[src/rtl/sw_watch_cu.sv]
// rtl/sw_watch_cu.sv - stopwatch/watch control unit: mode, stopwatch FSM, watch time-set FSM
// Optional decrement decode enabled by defining SW_WATCH_DEC_EN.
module sw_watch_cu #(
    parameter int N_FIELDS = 3
) (
    input  logic                clk,
    input  logic                rst,
    input  logic                i_btn_mode,
    input  logic                i_btn_a,
    input  logic                i_btn_b,
    input  logic                i_btn_c,
    output logic                o_mode,
    output logic                o_run,
    output logic                o_clear,
    output logic                o_set_en,
    output logic [N_FIELDS-1:0] o_field,
    output logic                o_inc,
    output logic                o_dec
);

    localparam int IDX_W = (N_FIELDS > 1) ? $clog2(N_FIELDS) : 1;
    localparam logic [IDX_W-1:0] IDX_LAST = IDX_W'(N_FIELDS - 1);

    typedef enum logic [1:0] {
        SW_STOP  = 2'd0,
        SW_RUN   = 2'd1,
        SW_CLEAR = 2'd2
    } sw_state_t;

    typedef enum logic {
        W_NORMAL = 1'b0,
        W_SET    = 1'b1
    } w_state_t;

    sw_state_t          sw_state, sw_next;
    w_state_t           w_state, w_next;
    logic [IDX_W-1:0]   idx, idx_next;
    logic               mode_next;
    logic               inc_next, dec_next;
    logic [N_FIELDS-1:0] field_next;

    // Priority-resolved button strobes: only one can be high per cycle.
    logic sel_mode, sel_a, sel_b, sel_c;

    assign sel_mode = i_btn_mode;
    assign sel_a    = i_btn_a & ~i_btn_mode;
    assign sel_b    = i_btn_b & ~i_btn_a & ~i_btn_mode;
`ifdef SW_WATCH_DEC_EN
    assign sel_c    = i_btn_c & ~i_btn_b & ~i_btn_a & ~i_btn_mode;
`else
    logic unused_btn_c;
    assign unused_btn_c = i_btn_c;
    assign sel_c        = 1'b0;
`endif

    always_comb begin
        mode_next = o_mode ^ sel_mode;
        sw_next   = sw_state;
        w_next    = w_state;
        idx_next  = idx;
        inc_next  = 1'b0;
        dec_next  = 1'b0;

        // Stopwatch keeps its state in watch mode; CLEAR always lasts one cycle.
        case (sw_state)
            SW_STOP: begin
                if (!o_mode && sel_a)
                    sw_next = SW_RUN;
                else if (!o_mode && sel_b)
                    sw_next = SW_CLEAR;
            end
            SW_RUN: begin
                if (!o_mode && sel_a)
                    sw_next = SW_STOP;
            end
            default: sw_next = SW_STOP;
        endcase

        if (sel_mode) begin
            w_next   = W_NORMAL;
            idx_next = '0;
        end else if (o_mode) begin
            case (w_state)
                W_NORMAL: begin
                    if (sel_a) begin
                        w_next   = W_SET;
                        idx_next = '0;
                    end
                end
                default: begin
                    if (sel_a) begin
                        if (idx == IDX_LAST) begin
                            w_next   = W_NORMAL;
                            idx_next = '0;
                        end else begin
                            idx_next = idx + 1'b1;
                        end
                    end else if (sel_b) begin
                        inc_next = 1'b1;
                    end else if (sel_c) begin
                        dec_next = 1'b1;
                    end
                end
            endcase
        end

        for (int i = 0; i < N_FIELDS; i++)
            field_next[i] = (w_next == W_SET) && (idx_next == IDX_W'(i));
    end

    // Outputs are flopped from next-state so every port is a register.
    always_ff @(posedge clk) begin
        if (rst) begin
            sw_state <= SW_STOP;
            w_state  <= W_NORMAL;
            idx      <= '0;
            o_mode   <= 1'b0;
            o_run    <= 1'b0;
            o_clear  <= 1'b0;
            o_set_en <= 1'b0;
            o_field  <= '0;
            o_inc    <= 1'b0;
            o_dec    <= 1'b0;
        end else begin
            sw_state <= sw_next;
            w_state  <= w_next;
            idx      <= idx_next;
            o_mode   <= mode_next;
            o_run    <= (sw_next == SW_RUN);
            o_clear  <= (sw_next == SW_CLEAR);
            o_set_en <= (w_next == W_SET);
            o_field  <= field_next;
            o_inc    <= inc_next;
            o_dec    <= dec_next;
        end
    end

endmodule

[config.mk]
export PLATFORM = sky130hd
export DESIGN_NAME = sw_watch_cu
export DESIGN_NICKNAME = d
export VERILOG_FILES = /design/src/rtl/sw_watch_cu.sv
export SDC_FILE = /design/constraint.sdc
export NUM_CORES = 1
export LEC_CHECK = 0
export BUFFER_PORTS_ARGS = -buffer_cell sky130_fd_sc_hd__buf_2
export CORE_AREA = 2 2 39 41
export DETAILED_ROUTE_END_ITERATION = 8
export DIE_AREA = 0 0 41 43
export PLACE_DENSITY = 0.67
export SYNTH_ARGS = -nofsm -noshare
export SYNTH_HDL_FRONTEND = slang
export SYNTH_SLANG_ARGS = --single-unit
[constraint.sdc]
create_clock -name clk -period 1.4 [get_ports clk]
set_input_delay 0.14 -clock clk [delete_from_list [all_inputs] [get_ports clk]]
set_output_delay 0.14 -clock clk [all_outputs]
set_load 0.005 [all_outputs]
# After elaboration in Yosys (flattened, before gate mapping)
# Cells that the tools add are included.
dict set report word_totals {
  regBits 12
  word_cells 49
  latch_bits 0
  n_memories 0
  ramBits 0
  rom_bits 0
  in_bits 6
}
dict set report op_classes {
  div 0
  shift 0
  reduce_logical 9
  mul 0
  addsub 1
  n_lt_le_gt_ge 0
  mux 17
  n_eq_ne 6
  n_bitwise 8
}
# operator count
set op_table {}
lappend op_table {{2-bit 2-to-1 mux} 9}
lappend op_table {{1-bit 2-to-1 mux} 7}
lappend op_table {{2-bit by 1-bit equality test with 1-bit output (second input constant)} 3}
lappend op_table {{2-bit equality test (second input constant)} 3}
lappend op_table {{1-bit logical AND} 5}
lappend op_table {{5-bit OR reduction} 1}
lappend op_table {{2-bit zero test} 2}
lappend op_table {{1-bit inverter} 4}
lappend op_table {{2-bit case mux with 2 select lines} 1}
lappend op_table {{1-bit bitwise AND} 3}
lappend op_table {{2-bit by 1-bit adder with 2-bit output (second input constant)} 1}
lappend op_table {{1-bit zero test} 1}
lappend op_table {{1-bit XOR} 1}

# Depth between registers and ports, before layout
# Gate-level depths: netlist of the first run.
dict set report depth {
  word_depth 8
  ltp_mapped 4
  ltp_nobuf 3
}

# Least setup slack after synthesis of the first run
# OpenSTA, ideal clock, no wires.
dict set report synth_path {
  path_kind {register to register}
  from {register o_mode}
  to {register o_field[0]}
  t_required_ns 1.285
  path_stages_with_launch 5
  setup_slack_ns 0.412
  arrival_time_ns 0.873
  setup_ns 0.115
  path_buffers 1
  path_cell_list {dfxtp_1 buf_6 and2_1 nor3b_1 o21a_1}
}
dict set report synth_between {
  elab_chain_cells 4
}
# item line
set synth_lines {}
lappend synth_lines {{start, declared} 12} ;# output logic o_mode,
lappend synth_lines {{start signal, assigned} 128} ;# o_mode <= mode_next;
lappend synth_lines {{2-bit 2-to-1 mux} 82} ;# end else if (o_mode) begin
lappend synth_lines {{2-bit 2-to-1 mux} 79} ;# if (sel_mode) begin
lappend synth_lines {{2-bit zero test} 108} ;# field_next[i] = (w_next == W_SET) && (idx_next == IDX_W'(i));
lappend synth_lines {{1-bit logical AND (*)} 108}
lappend synth_lines {{end signal, assigned} 132} ;# o_field <= field_next;
lappend synth_lines {{end, declared} 16} ;# output logic [N_FIELDS-1:0] o_field,
# Mark *: on every way between the ends. The rest lies on a longest branch, timed or not.
# A chain may end at the register's enable or synchronous reset.

# Worst setup path in the final report of the first run
# Same ends and word-level chain as after synthesis.

==> run_results.csv, run 1 <==
group,metric,value,unit
route,vias,381,
worst_setup_path,cp-end-kind,"register",
timing,final_hold_viol_count,0,
worst_setup_path,critPathTopFamily,"flip-flops",
timing,fin_skew,0.00415,ns
timing,setup_viol,0,
layout,drive_above_1_share,27.0,%
route,ant_nets,0,
worst_setup_path,worst-path-buf-inv,0,
floorplanning,top_level_ports,15,
timing,rsz0062_at_grt,"false",
worst_setup_path,worstPathCellList,"and2_1, nor3b_1, o21a_1",
timing,maxSlewViolCount,0,
clock_network,clock_latency,0.26,ns
layout,final_nets,71,
worst_setup_path,worstRegToRegCells,3,
logic_synthesis,syn_area_per_cell,9.20,µm²
logic_synthesis,yosysSeqAreaShare,51.2,%
logic_synthesis,syn_nets,57,
layout,area_growth_syn_to_layout,17.1,%
logic_synthesis,synth_cell_type_count,23,
layout,n_fill_cell,142,
layout,regArea,240,µm²
power_and_ir_drop,p_leak,0.229,nW
global_route,grt_pass1_vias,317,
clock_network,h-tree-depth,1,
power_and_ir_drop,power_frac_comb,8.7,%
worst_setup_path,cp-start-kind,"register",
worst_setup_path,crit_type,"reg -> reg",
global_route,grt_antenna_before_repair,0,
clock_network,path_clk_slew,0.07,ns
clock_network,cts_buffer_depth,2,
logic_synthesis,syn_area,469,µm²
logic_synthesis,synth_seq_cells,12,
clock_network,postCtsResizedCells,0,
timing,fin_crit_sh,78.1,%
worst_setup_path,r2r-end,"o_field[0]$_SDFF_PP0_",
logic_synthesis,synthCells,51,
clock_network,cts_made_buffers,3,
route,drt_iter0_drc,6,
logic_synthesis,synth.most_common_cell,"dfxtp_1",
layout,n_antenna_cell,0,
worst_setup_path,cpPeakStageDelay,0.47,ns
logic_synthesis,synthTopCellsByArea,"dfxtp_1 51%, nand2_1 5.6%, xnor2_1 5.6%",
timing,fmax,915,MHz
placement,io_buffers,12,
floorplanning,die_h,43,µm
floorplanning,coreArea,1380,µm²
power_and_ir_drop,p_per_area,1120,nW/µm²
clock_network,root_buffer,"clkbuf_4",
worst_hold_path,holdPathStages,2,
floorplanning,rows,14,
worst_setup_path,worst_ep_arrival_time,1.26,ns
layout,multi_input_area,206,µm²
placement,routabilityCongestion,0.726,
worst_hold_path,min_to,"o_mode$_SDFF_PP0_",
clock_network,cts_sinks,12,
route,drt-pass1-iter-count,5,
logic_synthesis,synth_ff_type,"dfxtp_1",
route,wl_per_cell,9.39,µm
worst_setup_path,crit_required,1.56,ns
worst_hold_path,hold_start,"rst",
floorplanning,die_width,41,µm
timing,layout_min_cycle_time,1.09,ns
worst_setup_path,r2r-start,"o_mode$_SDFF_PP0_",
power_and_ir_drop,p_clk_share,32.1,%
worst_setup_path,crit_fanout,8,
placement,place_hpwl,547,µm
worst_hold_path,hold_path_class,"in -> reg",
route,avgViaCountPerCell,4.82,
route,routed_wl,742,µm
run_status,outcome,"finished clean",
global_route,grt_usage,10.5,%
clock_network,cts_setup_buffers,0,
logic_synthesis,synthTopCellsByCount,"12 x dfxtp_1, 7 x nand2_1, 4 x nor2_1",
global_route,grt_overflow,0,
clock_network,ctsHoldBuffers,0,
power_and_ir_drop,p_seq_share,59.2,%
power_and_ir_drop,p_int,0.000478,W
logic_synthesis,ys.warnings.count,0,
worst_setup_path,r2r_setup_slack,0.31,ns
global_route,grt_pass1_wl,1240,µm
logic_synthesis,async_flop_share,0,%
job,drv_cap,0,
worst_setup_path,slowest_stage,"dfxtp_1",
logic_synthesis,synth.top_cell.area_share,51.2,%
floorplanning,initial_utilization,33.9,%
floorplanning,dieArea,1760,µm²
power_and_ir_drop,power,0.000617,W
power_and_ir_drop,swShare,22.5,%
power_and_ir_drop,p_sw,0.000139,W
power_and_ir_drop,ir_drop,0.295,mV
timing,final.setup.tns,0,ns
global_route,grt_start_max_net_pins,10,
clock_network,cts_tree,"built",
logic_synthesis,synth.largest_area_cell,"dfxtp_1",
route,drc,0,
logic_synthesis,synth-edff-count,0,
[logic make-up (layout without fill, tap and decap cells)]
family | Yosys count | after routing | share of synthesized area [%]
simple gates | 26 | 26 | 29.9
flops | 12 | 12 | 51.2
compound gates | 6 | 6 | 7.73
xor+xnor | 3 | 3 | 5.60
buf+inv | 3 | 15 | 4.80
other cells | 1 | 1 | 0.799
[area by class of cell]
class                           count  area share [%]
Timing Repair Buffer               12            10.9
Tap cell                           16            3.64
Sequential cell                    12            43.7
Clock buffer                        3            4.10
Multi-Input combinational cell     36            37.6
[layout by cell type, fill, tap and decap left out, drive strengths merged, types with 2 or more instances in the layout]
master / count
a21oi: 2
buf: 12
clkbuf: 3
dfxtp: 12
nand2: 7
nand3: 2
nand3b: 2
nor2: 5
nor2b: 2
nor3: 2
nor3b: 2
nor4: 2
xnor2: 3
[registers in the layout, indices dropped and copies added (netlist names)]
register	cells
idx	2
o_clear	1
o_field	3
o_inc	1
o_mode	1
o_run	1
sw_state	2
w_state	1
[worst register-to-register path, delay by kind of cell, from the launching register on]
kind | cells | cell delay, ns
simple gates | 2 | 0.35
flops | 1 | 0.47
compound gates | 1 | 0.17
[metal layers]
layer / track usage (%) / wire [µm]
met1: 13.3 / 334
met2: 14.1 / 353
met3: 1.57 / 39
met4: 10.0 / 14
met5: 0 / 0
[power groups by stage]
stage	Combinational (W)	Clock [W]	Sequential, W
5_1_grt	0.0000618	0.000219	0.000367
2_1_floorplan	0.0000440	0	0.000369
6_report	0.0000536	0.000198	0.000365
3_3_place_gp	0.0000538	0	0.000373
4_1_cts	0.0000540	0.000210	0.000365
3_5_place_dp	0.0000540	0	0.000373
[per-stage QoR]
step	instance area (µm²)	hold slack [ns]	std cells	utilization [%]	setup slack [ns]
after global routing	549	0.0863	79	39.7	0.211
after floorplan	469	0.212	51	-	0.412
after CTS	549	0.0751	79	39.7	0.295
final	549	0.0817	79	39.7	0.307
after detailed placement	527	0.363	76	38.1	0.300
after global placement	527	0.357	76	38.1	0.322
[worst max path at each step]
stage | start | end | slack [ns] | cells past startpoint
final | o_mode$_SDFF_PP0_ | o_field[0]$_SDFF_PP0_ | 0.31 | 3
after global routing | o_mode$_SDFF_PP0_ | o_field[0]$_SDFF_PP0_ | 0.21 | 3
after CTS | o_mode$_SDFF_PP0_ | o_field[0]$_SDFF_PP0_ | 0.29 | 3
after detailed placement | o_mode$_SDFF_PP0_ | o_field[0]$_SDFF_PP0_ | 0.30 | 3
after global placement | o_mode$_SDFF_PP0_ | o_field[0]$_SDFF_PP0_ | 0.32 | 3
after floorplan | o_mode$_SDFF_PP0_ | o_field[0]$_SDFF_PP0_ | 0.41 | 4
No activity file was read; power rests on OpenSTA's default activity.
==> inputs of run 2 (changes only) <==
Settings changed: PLACE_DENSITY 0.67 to 0.69.
Clock period 1.4 ns to 0.9 ns, I/O delays scaled along.
==> run 2 against run 1 <==
Effect of this change: clock skew is 0.0012 ns lower; register-to-register slack worse by 0.29 ns; count of clock-buffer cells in the layout up 1; clock power rose by 110%; cell count rose by 8.9%; total power increased by 78%; global-route usage rose by 1.6 points; worst setup slack worse by 0.30 ns; non-clock buffer count is 6 higher; combinational power grew 110%; sequential power up 55%; largest power group unchanged.
==> run_results.csv, run 2 (synthesis results as in run 1) <==
group,metric,value,unit
power_and_ir_drop,p_leak,0.272,nW
worst_setup_path,crit_fanout,4,
clock_network,clock_latency,0.26,ns
floorplanning,top_level_ports,15,
power_and_ir_drop,power,0.00110,W
layout,layout_commonest_cell,"buf_2",
worst_setup_path,cp-start-kind,"register",
timing,fin_skew,0.00292,ns
worst_setup_path,slowest_stage,"dfxtp_2",
layout,mostFrequentLayoutCells,"11 x buf_2, 9 x dfxtp_1, 7 x nand2_1",
placement,io_buffers,12,
clock_network,root_buffer,"clkbuf_4",
worst_hold_path,hold_path_class,"in -> reg",
run_status,outcome,"finished clean",
power_and_ir_drop,ir_drop,0.687,mV
global_route,grt_antenna_before_repair,0,
floorplanning,die_h,43,µm
worst_setup_path,worstPathCellList,"buf_6, buf_6",
timing,fmax,1120,MHz
worst_setup_path,r2r-start,"w_state$_SDFF_PP0_",
placement,place_hpwl,603,µm
layout,final_nets,77,
timing,final.setup.tns,0,ns
timing,layout_min_cycle_time,0.896,ns
worst_setup_path,worst_path_most_repeated_cell,"buf_6",
worst_setup_path,critPathTopFamily,"flip-flops",
route,routed_wl,798,µm
layout,n_antenna_cell,0,
clock_network,cts_tree,"built",
global_route,grt_pass1_vias,350,
worst_setup_path,worst_ep_arrival_time,0.81,ns
layout,area_growth_syn_to_layout,35.5,%
floorplanning,die_width,41,µm
worst_setup_path,worstRegToRegCells,3,
floorplanning,coreArea,1380,µm²
global_route,grt_overflow,0,
layout,largest_register,"o_field",
route,vias,393,
layout,largestRegisters,"o_field x3, idx x2, sw_state x2",
clock_network,cts_made_buffers,3,
floorplanning,rows,14,
route,avgViaCountPerCell,4.57,
layout,largest_register_ffs,3,
route,drt-pass1-iter-count,4,
worst_setup_path,worst-path-buf-inv,2,
clock_network,cts_buffer_depth,2,
route,drt_iter0_drc,2,
worst_setup_path,crit_type,"reg -> out",
layout,final_area,636,µm²
worst_setup_path,r2r-end,"o_field[0]$_SDFF_PP0_",
worst_hold_path,hold_start,"rst",
worst_setup_path,r2r_setup_slack,0.02,ns
worst_hold_path,min_to,"o_mode$_SDFF_PP0_",
worst_setup_path,crit_required,0.81,ns
global_route,grt_usage,12.0,%
job,drv_cap,0,
floorplanning,dieArea,1760,µm²
worst_setup_path,cpPeakStageDelay,0.32,ns
timing,maxSlewViolCount,0,
global_route,grt_start_max_net_pins,10,
route,wl_per_cell,9.28,µm
global_route,grt_pass1_wl,1420,µm
clock_network,path_clk_slew,0.07,ns
route,ant_nets,0,
floorplanning,initial_utilization,33.9,%
power_and_ir_drop,p_per_area,1720,nW/µm²
placement,routabilityCongestion,0.756,
worst_hold_path,holdPathStages,3,
timing,final_hold_viol_count,0,
timing,setup_viol,0,
timing,fin_crit_sh,99.6,%
worst_setup_path,cp-end-kind,"output port",
clock_network,cts_sinks,12,
placement,post_dp_cell_area,571,µm²
route,drc,0,
clock_network,h-tree-depth,1,
timing,whs,0.112,ns
timing,rsz0062_at_grt,"true",
layout,drive_above_1_share,42.9,%
[run 2: cell count changes in the layout (fill, tap and decap cells not counted), moves of 2 or more]
cell,change
buf_4,+5
dfxtp_1,-3
buf_6,+2
dfxtp_2,+2
[run 2: report_power, final]
| group | internal (W) | total (W) | switching [W] |
|---|---|---|---|
| logic | 0.0000601 | 0.000113 | 0.0000528 |
| registers | 0.000550 | 0.000566 | 0.0000158 |
| clock network | 0.000245 | 0.000417 | 0.000172 |
[run 2: worst min-delay path, stage by stage]
cell    delay, ns
buf_2        0.10
buf_4        0.12
nor2_1       0.04
[run 2: metrics by stage]
| stage | utilization (%) | cells | setup WS [ns] |
|---|---|---|---|
| CTS | 45.4 | 86 | -0.00196 |
| floorplan | - | 51 | -0.00974 |
| finish | 45.9 | 86 | 0.00381 |
| detailed placement | 41.2 | 81 | 0.0171 |
| global placement | 41.2 | 81 | 0.0177 |
| global route | 45.9 | 86 | -0.0459 |
[run 2: worst max path at each step]
| stage | start | depth (start not counted) | to |
|---|---|---|---|
| 6_report | w_state$_SDFF_PP0_ | 2 | o_set_en |
| 5_1_grt | o_mode$_SDFF_PP0_ | 3 | sw_state[0]$_SDFF_PP0_ |
| 4_1_cts | w_state$_SDFF_PP0_ | 2 | o_set_en |
| 3_5_place_dp | o_mode$_SDFF_PP0_ | 3 | o_field[0]$_SDFF_PP0_ |
| 3_3_place_gp | o_mode$_SDFF_PP0_ | 3 | o_field[0]$_SDFF_PP0_ |
| 2_1_floorplan | o_mode$_SDFF_PP0_ | 4 | o_run$_SDFF_PP0_ |
[run 2: routing by layer]
metal | up-vias | share of wire, % | GRT usage [%] | wire length (µm)
li1 | 209 | - | - | -
met1 | 171 | 48 | 16.4 | 383
met2 | 13 | 47 | 15.9 | 372
met3 | 0 | 5.3 | 4.71 | 42
met4 | 0 | 0 | 6.00 | 0
met5 | - | 0 | 0 | 0
[run 2: final cells by class]
class / count / area, µm²
clock buffers: 4 / 36.3
fillers: 136 / 748
multi-input cells: 36 / 218
flip-flops and latches: 12 / 246
well taps: 16 / 20.0
repair buffers: 18 / 115
[run 2: repair_timing]
action | 4_1_cts | 5_1_grt
buffers inserted | 2 | 0
hold buffers | 0 | 0
setup endpoints to repair | 2 | 7
gates resized for setup | 4 | 3
